--- src/rtl/reg_arb_pkg.sv ---
// Purpose: shared types, defaults and helpers for the round-robin register write arbiter.
// Latency: n/a (declarations only).
// Backpressure: n/a (declarations only).
package reg_arb_pkg;

  // Arbiter FSM. LOCKED is only entered when REG_ARB_LOCK_EN is defined.
  typedef enum logic [0:0] {
    IDLE   = 1'b0,
    LOCKED = 1'b1
  } arb_state_e;

  localparam int DEF_NREQ  = 4;
  localparam int DEF_WIDTH = 4;

  // Width of a requester index. It is never narrower than one bit.
  function automatic int owner_w(input int n);
    return (n <= 1) ? 1 : $clog2(n);
  endfunction

endpackage

--- src/rtl/reg_write_arbiter_rr_pick.sv ---
// Purpose: combinational round-robin picker; first set bit of elig scanning ptr, ptr+1, ... mod NREQ.
// Latency: 0 cycles (purely combinational).
// Backpressure: none; the caller masks elig to exclude requesters that must wait.
module rr_pick
  import reg_arb_pkg::*;
#(
  parameter int NREQ = DEF_NREQ,
  parameter int PW   = owner_w(NREQ)
) (
  input  logic [NREQ-1:0] elig,
  input  logic [PW-1:0]   ptr,
  output logic            any,
  output logic [PW-1:0]   winner
);

  logic [PW-1:0] idx;

  // Scan from the farthest offset down to ptr so the closest eligible index is the last one written.
  always_comb begin
    idx    = '0;
    winner = '0;
    any    = |elig;
    for (int i = NREQ - 1; i >= 0; i--) begin
      idx = PW'((int'(ptr) + i) % NREQ);
      if (elig[idx]) begin
        winner = idx;
      end
    end
  end

endmodule

--- src/rtl/reg_write_arbiter.sv ---
// Purpose: grants one write per cycle into a shared WIDTH-bit register, round-robin over NREQ requesters.
//   Optional burst lock lets a winner keep exclusive access; it is enabled by defining REG_ARB_LOCK_EN.
// Latency: 1 cycle, from req sampled at an edge to q/ack updated after that edge.
// Backpressure: losers wait with no side effects. A requester is masked during its own ack cycle.
module reg_write_arbiter
  import reg_arb_pkg::*;
#(
  parameter int NREQ  = DEF_NREQ,
  parameter int WIDTH = DEF_WIDTH
) (
  input  logic                    clk,
  input  logic                    rst,
  input  logic [NREQ-1:0]         req,
  input  logic [NREQ*WIDTH-1:0]   wdata,
  input  logic [NREQ-1:0]         lock,
  output logic [NREQ-1:0]         ack,
  output logic [WIDTH-1:0]        q,
  output logic [$clog2(NREQ)-1:0] owner,
  output logic                    valid
);

  localparam int PW = owner_w(NREQ);

  logic [NREQ-1:0]  ack_q,   ack_d;
  logic [WIDTH-1:0] q_q,     q_d;
  logic [PW-1:0]    owner_q, owner_d;
  logic [PW-1:0]    ptr_q,   ptr_d;
  logic             valid_q, valid_d;

  logic [NREQ-1:0]  elig;
  logic             pick_any;
  logic [PW-1:0]    pick_idx;

`ifdef REG_ARB_LOCK_EN
  arb_state_e       state_q, state_d;
  logic [NREQ-1:0]  owner_oh;
  logic             lock_hold;

  // The lock is kept only while the current owner still asserts its lock bit.
  always_comb begin
    owner_oh          = '0;
    owner_oh[owner_q] = 1'b1;
    lock_hold         = (state_q == LOCKED) && lock[owner_q];
  end

  // Eligibility: mask each requester in its own ack cycle, and admit only the owner while the lock holds.
  always_comb begin
    elig = req & ~ack_q;
    if (lock_hold) begin
      elig = elig & owner_oh;
    end
  end

  // FSM next state. A grant taken with its lock bit set (re)enters LOCKED.
  always_comb begin
    state_d = IDLE;
    if (pick_any) begin
      state_d = lock[pick_idx] ? LOCKED : IDLE;
    end else if (lock_hold) begin
      state_d = LOCKED;
    end
  end

  // FSM state register.
  always_ff @(posedge clk) begin
    if (rst) begin
      state_q <= IDLE;
    end else begin
      state_q <= state_d;
    end
  end
`else
  logic unused_lock;
  assign unused_lock = ^lock;

  // Eligibility: mask each requester in its own ack cycle, so a held req is not counted twice.
  always_comb begin
    elig = req & ~ack_q;
  end
`endif

  rr_pick #(
    .NREQ (NREQ),
    .PW   (PW)
  ) u_pick (
    .elig   (elig),
    .ptr    (ptr_q),
    .any    (pick_any),
    .winner (pick_idx)
  );

  // Grant datapath: load the winner's data, pulse its ack and advance the pointer past it.
  always_comb begin
    q_d     = q_q;
    ack_d   = '0;
    owner_d = owner_q;
    ptr_d   = ptr_q;
    valid_d = valid_q;
    if (pick_any) begin
      q_d             = wdata[int'(pick_idx)*WIDTH +: WIDTH];
      ack_d[pick_idx] = 1'b1;
      owner_d         = pick_idx;
      valid_d         = 1'b1;
      if (pick_idx == PW'(NREQ - 1)) begin
        ptr_d = '0;
      end else begin
        ptr_d = pick_idx + PW'(1);
      end
    end
  end

  // Output and pointer registers. Reset overrides any grant in the same cycle.
  always_ff @(posedge clk) begin
    if (rst) begin
      q_q     <= '0;
      ack_q   <= '0;
      owner_q <= '0;
      ptr_q   <= '0;
      valid_q <= 1'b0;
    end else begin
      q_q     <= q_d;
      ack_q   <= ack_d;
      owner_q <= owner_d;
      ptr_q   <= ptr_d;
      valid_q <= valid_d;
    end
  end

  assign ack   = ack_q;
  assign q     = q_q;
  assign owner = owner_q;
  assign valid = valid_q;

endmodule

--- config.mk ---
export PLATFORM = sky130hd
export DESIGN_NAME = reg_write_arbiter
export DESIGN_NICKNAME = d
export VERILOG_FILES = /design/src/rtl/reg_arb_pkg.sv /design/src/rtl/reg_write_arbiter_rr_pick.sv /design/src/rtl/reg_write_arbiter.sv
export SDC_FILE = /design/constraint.sdc
export NUM_CORES = 1
export LEC_CHECK = 0
export BUFFER_PORTS_ARGS = -buffer_cell sky130_fd_sc_hd__buf_2
export CAP_MARGIN = 20
export CORE_MARGIN = 5
export CORE_UTILIZATION = 42
export DETAILED_ROUTE_END_ITERATION = 8
export PLACE_DENSITY = 0.73
export SYNTH_ARGS = -nofsm -noshare
export SYNTH_HDL_FRONTEND = slang
export SYNTH_SLANG_ARGS = --single-unit
--- constraint.sdc ---
create_clock -name clk -period 2.3 [get_ports clk]
set_input_delay 0.23 -clock clk [delete_from_list [all_inputs] [get_ports clk]]
set_output_delay 0.23 -clock clk [all_outputs]
set_load 0.01 [all_outputs]
==> metrics.yaml, run 1 <==
clock_skew_ps: 5.14
portBuffers: 32
setup_viol: 0
syn-cell-area_sq_um: 679
synth-edff-count: 0
hp-start: "rst"
place.gp.congestion: 0.737
cts_sinks: 13
r2r_end: "ptr_q[1]$_SDFFE_PP0N_"
clock_path_buffers: 2
core_sq_um: 1520
drv_slew: 0
min_delay_path_depth: 2
synth.top_cell.area_share: 0.383
dp_cells: 115
reg2reg_depth: 5
fin_area_sq_um: 867
arrival_ps: 2040
dp_hpwl_um: 1260
p_clk_frac: 0.156
clkTransAtPathRegs_ps: 80
slew_headroom: 0.628
worstSetupStartpointType: "flop"
period_needed_ps: 1850
setup-tns-final_ps: 0
rr_startpoint: "ptr_q[1]$_SDFFE_PP0N_"
drt_wl_total_um: 1610
crit_type: "reg2reg"
tightest_slew_ps: 557
cts_hold_buf: 0
syn_area_per_cell_sq_um: 9.85
status: "completed"
firstDrtPassIters: 4
pwr-share-comb: 0.455
yosys.area.top_type: "dfxtp_1"
fin_crit_sh: 0.803
syn_inst: 69
end_kind: "flop"
synthTopCellsByArea: "dfxtp_1 38%, mux2i_1 12%, o221ai_1 5.2%, nand3b_1 4.4%, ha_1 3.7%"
avgRoutedWirePerCell_um: 13.5
finalNetCount: 132
synth-seq-cells: 13
cts_tree: "done"
die_area_sq_um: 2520
drcViolationCount: 0
grt_pass1_vias: 630
cts_buffers: 3
yosysUniqueCellTypes: 28
layout-drive-gt1-share: 0.427
cp_max_fo: 6
seqPwrFrac: 0.389
cts_resized: 0
netSwitchingFraction: 0.379
dr_total_vias: 642
start_util: 0.446
power_density_nw_per_um2: 1030
drt_iter0_markers: 5
post_cts_buffers: 0
htreeDepth: 1
netSwitchingPower_mw: 0.339
avgViaCountPerCell: 5.39
ios: 37
grt_pass1_wl_um: 2640
grt_max_degree: 13
clock.fmax_mhz: 541
diodes: 0
min_path_type: "in2reg"
min_to: "owner[0]$_SDFFE_PP0N_"
yosysWarningCount: 0
cp_data_required_time_ps: 2490
gr-total-overflow: 0
clock_latency_ps: 270
grt_use_total: 0.131
syn-num-nets: 97
cap_violations: 0
synth_seq_area_share: 0.383
finalHoldViolCount: 0
area_delta_synth_final_pct: 27.6
fp-row-count: 14
rsz0062_at_grt: "no"
instances_no_fill: 119
die_y_um: 50.2
antenna_left: 0
die_width_um: 50.2
place_area_sq_um: 840
antenna_found_initial: 0
final_util: 0.569
clock_tree.root_cell: "clkbuf_4"
r2r_setup_slack_ps: 450
leakagePower_nw: 0.441
p_int_mw: 0.554
synthFlopType: "dfxtp_1"
async_flop_share: 0
ir_worst_vdd_mv: 0.563
## through the flow
stage	setup WS, ps	hold slack, ps	total power [mW]
after floorplan	551	430	0.655
after global placement	536	443	0.745
after detailed placement	462	449	0.760
after CTS	435	239	0.901
after global routing	347	255	0.965
final	452	245	0.893
## layout make-up
type                            count  area, sq um
Tap cell                           16         20.0
Sequential cell                    13          260
Inverter                            3         11.3
Fill cell                         144          657
Timing Repair Buffer               33          168
Multi-Input combinational cell     50          380
Clock inverter                      1         5.00
Clock buffer                        3         22.5
## layer usage
| metal | track usage | vias up | share of wire |
|---|---|---|---|
| met4 | 0.0393 | 0 | 0 |
| li1 | - | 322 | - |
| met3 | 0.0385 | 0 | 0.084 |
| met5 | 0 | - | 0 |
| met1 | 0.171 | 296 | 0.43 |
| met2 | 0.205 | 24 | 0.48 |
## worst max-delay path, cell delays in order (launching register included)
cell,delay [ps]
dfxtp_1,390
or4b_4,550
o31a_2,140
o311ai_2,160
ha_1,340
a211oi_1,190
## flip-flops by register name, summed over array words and instances (netlist names)
signal  flops
ack         4
owner       2
ptr_q       2
q           4
valid       1
## power by group through the flow
stage	sequential [mW]	combinational, mW	clock, mW
final	0.347	0.406	0.139
after global routing	0.359	0.450	0.155
after CTS	0.347	0.411	0.144
after detailed placement	0.351	0.409	0
after global placement	0.348	0.397	0
after floorplan	0.376	0.279	0
## kinds of logic (layout without fill, tap and decap cells)
family | count (synthesis) | count (layout) | synth area share
adders and majority gates | 2 | 2 | 0.0368
DFF | 13 | 13 | 0.383
muxes | 8 | 8 | 0.118
AOI/OAI and AO/OA | 12 | 12 | 0.153
buffers and inverters | 6 | 40 | 0.0571
and+or+nand+nor | 28 | 28 | 0.252
## synth_stat cells (2+ instances only)
| master | n |
|---|---|
| nor3_1 | 2 |
| inv_1 | 2 |
| a21oi_1 | 2 |
| o221ai_1 | 4 |
| nand2b_1 | 4 |
| nand2_1 | 3 |
| o21ai_0 | 2 |
| nand3b_1 | 4 |
| nor2_1 | 5 |
| and2_1 | 2 |
| ha_1 | 2 |
| mux2i_1 | 8 |
| dfxtp_1 | 13 |
| clkbuf_1 | 2 |
## worst max path at each step
stage / to / startpoint / depth (start not counted) / slack, ps
6_report: ptr_q[1]$_SDFFE_PP0N_ / ptr_q[1]$_SDFFE_PP0N_ / 5 / 450
4_1_cts: ptr_q[1]$_SDFFE_PP0N_ / ptr_q[1]$_SDFFE_PP0N_ / 5 / 430
3_5_place_dp: ptr_q[1]$_SDFFE_PP0N_ / ptr_q[1]$_SDFFE_PP0N_ / 5 / 460
2_1_floorplan: ptr_q[1]$_SDFFE_PP0N_ / ptr_q[1]$_SDFFE_PP0N_ / 6 / 550
3_3_place_gp: ptr_q[1]$_SDFFE_PP0N_ / ptr_q[1]$_SDFFE_PP0N_ / 5 / 540
5_1_grt: ptr_q[1]$_SDFFE_PP0N_ / ptr_q[1]$_SDFFE_PP0N_ / 5 / 350
## cell usage in the layout, fill, tap and decap left out, drive strengths merged
cell type / count
a211oi: 1
a21oi: 2
and2: 2
and3: 1
and3b: 1
and4: 1
buf: 33
clkbuf: 3
clkinv: 1
dfxtp: 13
ha: 2
inv: 3
mux2i: 8
nand2: 4
nand2b: 4
nand3b: 4
nand4: 1
nor2: 5
nor2b: 1
nor3: 2
nor4: 1
o21ai: 2
o221ai: 5
o311ai: 1
o31a: 1
or4b: 1
Note: power is estimated with default switching activity, not from simulation.
==> run 2, diff against run 1 <==
--- a/config.mk
+++ b/config.mk
@@ -8,9 +8,9 @@
 export BUFFER_PORTS_ARGS = -buffer_cell sky130_fd_sc_hd__buf_2
 export CAP_MARGIN = 20
 export CORE_MARGIN = 5
-export CORE_UTILIZATION = 42
+export CORE_UTILIZATION = 38
 export DETAILED_ROUTE_END_ITERATION = 8
-export PLACE_DENSITY = 0.73
+export PLACE_DENSITY = 0.7
 export SYNTH_ARGS = -nofsm -noshare
 export SYNTH_HDL_FRONTEND = slang
 export SYNTH_SLANG_ARGS = --single-unit
==> constraint.sdc (replaced) <==
create_clock -name clk -period 1.7 [get_ports clk]
set_input_delay 0.17 -clock clk [delete_from_list [all_inputs] [get_ports clk]]
set_output_delay 0.17 -clock clk [all_outputs]
set_load 0.01 [all_outputs]
==> metrics.yaml, run 2 (synthesized netlist as in run 1, its figures left out) <==
status: "completed"  # unchanged
grt_max_degree: 12  # was 13
diodes: 0  # unchanged
die_width_um: 52.3  # was 50.2 um
drv_slew: 0  # unchanged
gr-total-overflow: 0  # unchanged
die_y_um: 52.3  # was 50.2 um
min_path_type: "in2reg"  # unchanged
cts_tree: "done"  # unchanged
r2r_end: "ptr_q[1]$_SDFFE_PP0N_"  # unchanged
end_kind: "flop"  # unchanged
final_cell_mix: "32 x buf_2, 12 x dfxtp_1, 9 x buf_4"  # was 32 x buf_2, 13 x dfxtp_1, 8 x mux2i_1
area_delta_synth_final_pct: 49.9  # was 27.6%
grt_use_total: 0.142  # was 0.131
period_needed_ps: 1690  # was 1850 ps
clock_tree.root_cell: "clkbuf_4"  # unchanged
avgRoutedWirePerCell_um: 13.2  # was 13.5 um
place.gp.congestion: 0.712  # was 0.737
setup-tns-final_ps: 0  # unchanged
arrival_ps: 1890  # was 2040 ps
antenna_left: 0  # unchanged
final_common_cell: "buf_2"  # unchanged
hold_slack_ps: 174  # was 245 ps
slew_headroom: 0.723  # was 0.628
fin_crit_sh: 0.994  # was 0.803
antenna_found_initial: 0  # unchanged
drt_iter0_markers: 9  # was 5
clock.fmax_mhz: 592  # was 541 MHz
dr_total_vias: 686  # was 642
crit_end: "ptr_q[1]$_SDFFE_PP0N_"  # unchanged
clock_skew_ps: 6.58  # was 5.14 ps
crit_start: "ptr_q[1]$_SDFFE_PP0N_"  # unchanged
die_area_sq_um: 2730  # was 2520 sq um
start_util: 0.398  # was 0.446
htreeDepth: 1  # unchanged
leakagePower_nw: 0.505  # was 0.441 nW
ir_worst_vdd_mv: 0.749  # was 0.563 mV
p_total_mw: 1.46  # was 0.893 mW
dp_slack_ps: -37.1  # was 462 ps
min_delay_path_depth: 2  # unchanged
finalHoldViolCount: 0  # unchanged
drcViolationCount: 0  # unchanged
rsz0062_at_grt: "yes"  # was no
place_area_sq_um: 963  # was 840 sq um
clock_path_buffers: 2  # unchanged
fin_area_sq_um: 1020  # was 867 sq um
tightest_slew_ps: 414  # was 557 ps
clkTransAtPathRegs_ps: 80  # about the same
grt_pass1_wl_um: 2840  # was 2640 um
worstSetupStartpointType: "flop"  # unchanged
firstDrtPassIters: 4  # unchanged
grt_pass1_vias: 667  # was 630
setup_viol: 0  # unchanged
rr_startpoint: "ptr_q[1]$_SDFFE_PP0N_"  # unchanged
layout-drive-gt1-share: 0.536  # was 0.427
finalNetCount: 141  # was 132
avgViaCountPerCell: 5.01  # was 5.39
power_density_nw_per_um2: 1430  # was 1030 nW/um^2
fp-row-count: 15  # was 14
cap_violations: 0  # unchanged
r2r_setup_slack_ps: 10  # was 450 ps
cp_max_fo: 5  # was 6
cp_data_required_time_ps: 1900  # was 2490 ps
cts_sinks: 13  # unchanged
crit_type: "reg2reg"  # unchanged
cts_buffers: 3  # unchanged
dp_hpwl_um: 1470  # was 1260 um
clock_latency_ps: 280  # was 270 ps
core_sq_um: 1710  # was 1520 sq um
portBuffers: 32  # unchanged
drt_wl_total_um: 1810  # was 1610 um
ios: 37  # unchanged
reg2reg_depth: 5  # unchanged
layout_setup_ws_ps: 9.72  # was 452 ps
[run 2: changes by cell type in the layout (fill, tap and decap cells not counted), sizes merged]
cell / change
buf: +9
[run 2: metal layers]
metal	vias up	global-route usage	share of wire
met5	-	0	0
met4	0	0.0638	0.013
met3	5	0.0484	0.058
met2	20	0.244	0.51
met1	321	0.157	0.41
li1	340	-	-
[run 2: layout make-up]
type | count | area, sq um
clock buffer | 3 | 22.5
clock inverter | 1 | 5.00
fill | 156 | 689
inverter | 3 | 11.3
multi-input combinational | 50 | 437
sequential | 13 | 264
tap | 25 | 31.3
timing repair buffer | 42 | 248
[run 2: power by group]
| part | switching, mW | total (mW) | leakage, nW | internal (mW) |
|---|---|---|---|---|
| Sequential | 0.0540 | 0.463 | 0.108 | 0.409 |
| Clock | 0.103 | 0.190 | 0.0177 | 0.0872 |
| Combinational | 0.389 | 0.807 | 0.379 | 0.418 |
| Total | 0.545 | 1.46 | 0.505 | 0.914 |
[run 2: timing repair]
action / 4_1_cts / 5_1_grt
buffers inserted: 2 / 0
pin swaps: 2 / 0
gates resized for setup: 3 / 1
hold buffers: 0 / 0
endpoints found under the setup margin: 4 / 7
[run 2: worst min-delay path by stage]
stage | start | end | slack (ps)
after CTS | rst | ptr_q[1]$_SDFFE_PP0N_ | 170
after global placement | owner[1]$_SDFFE_PP0N_ | owner[1]$_SDFFE_PP0N_ | 440
final | rst | ptr_q[1]$_SDFFE_PP0N_ | 170
after global routing | rst | ptr_q[1]$_SDFFE_PP0N_ | 170
after detailed placement | owner[0]$_SDFFE_PP0N_ | owner[0]$_SDFFE_PP0N_ | 450
after floorplan | wdata[10] | q[2]$_SDFFE_PP0N_ | 370
[run 2: metrics by stage]
step / utilization / std cells
after floorplan: - / 69
after global placement: 0.564 / 131
after detailed placement: 0.564 / 131
after CTS: 0.595 / 137
after global routing: 0.596 / 137
final: 0.596 / 137
[run 2: worst max-delay path, cell delays in order (launching register included)]
cell and delay (ps):
dfxtp_4 360, or4b_4 540, o31a_4 140, o311ai_4 110
ha_4 270, a211oi_2 190
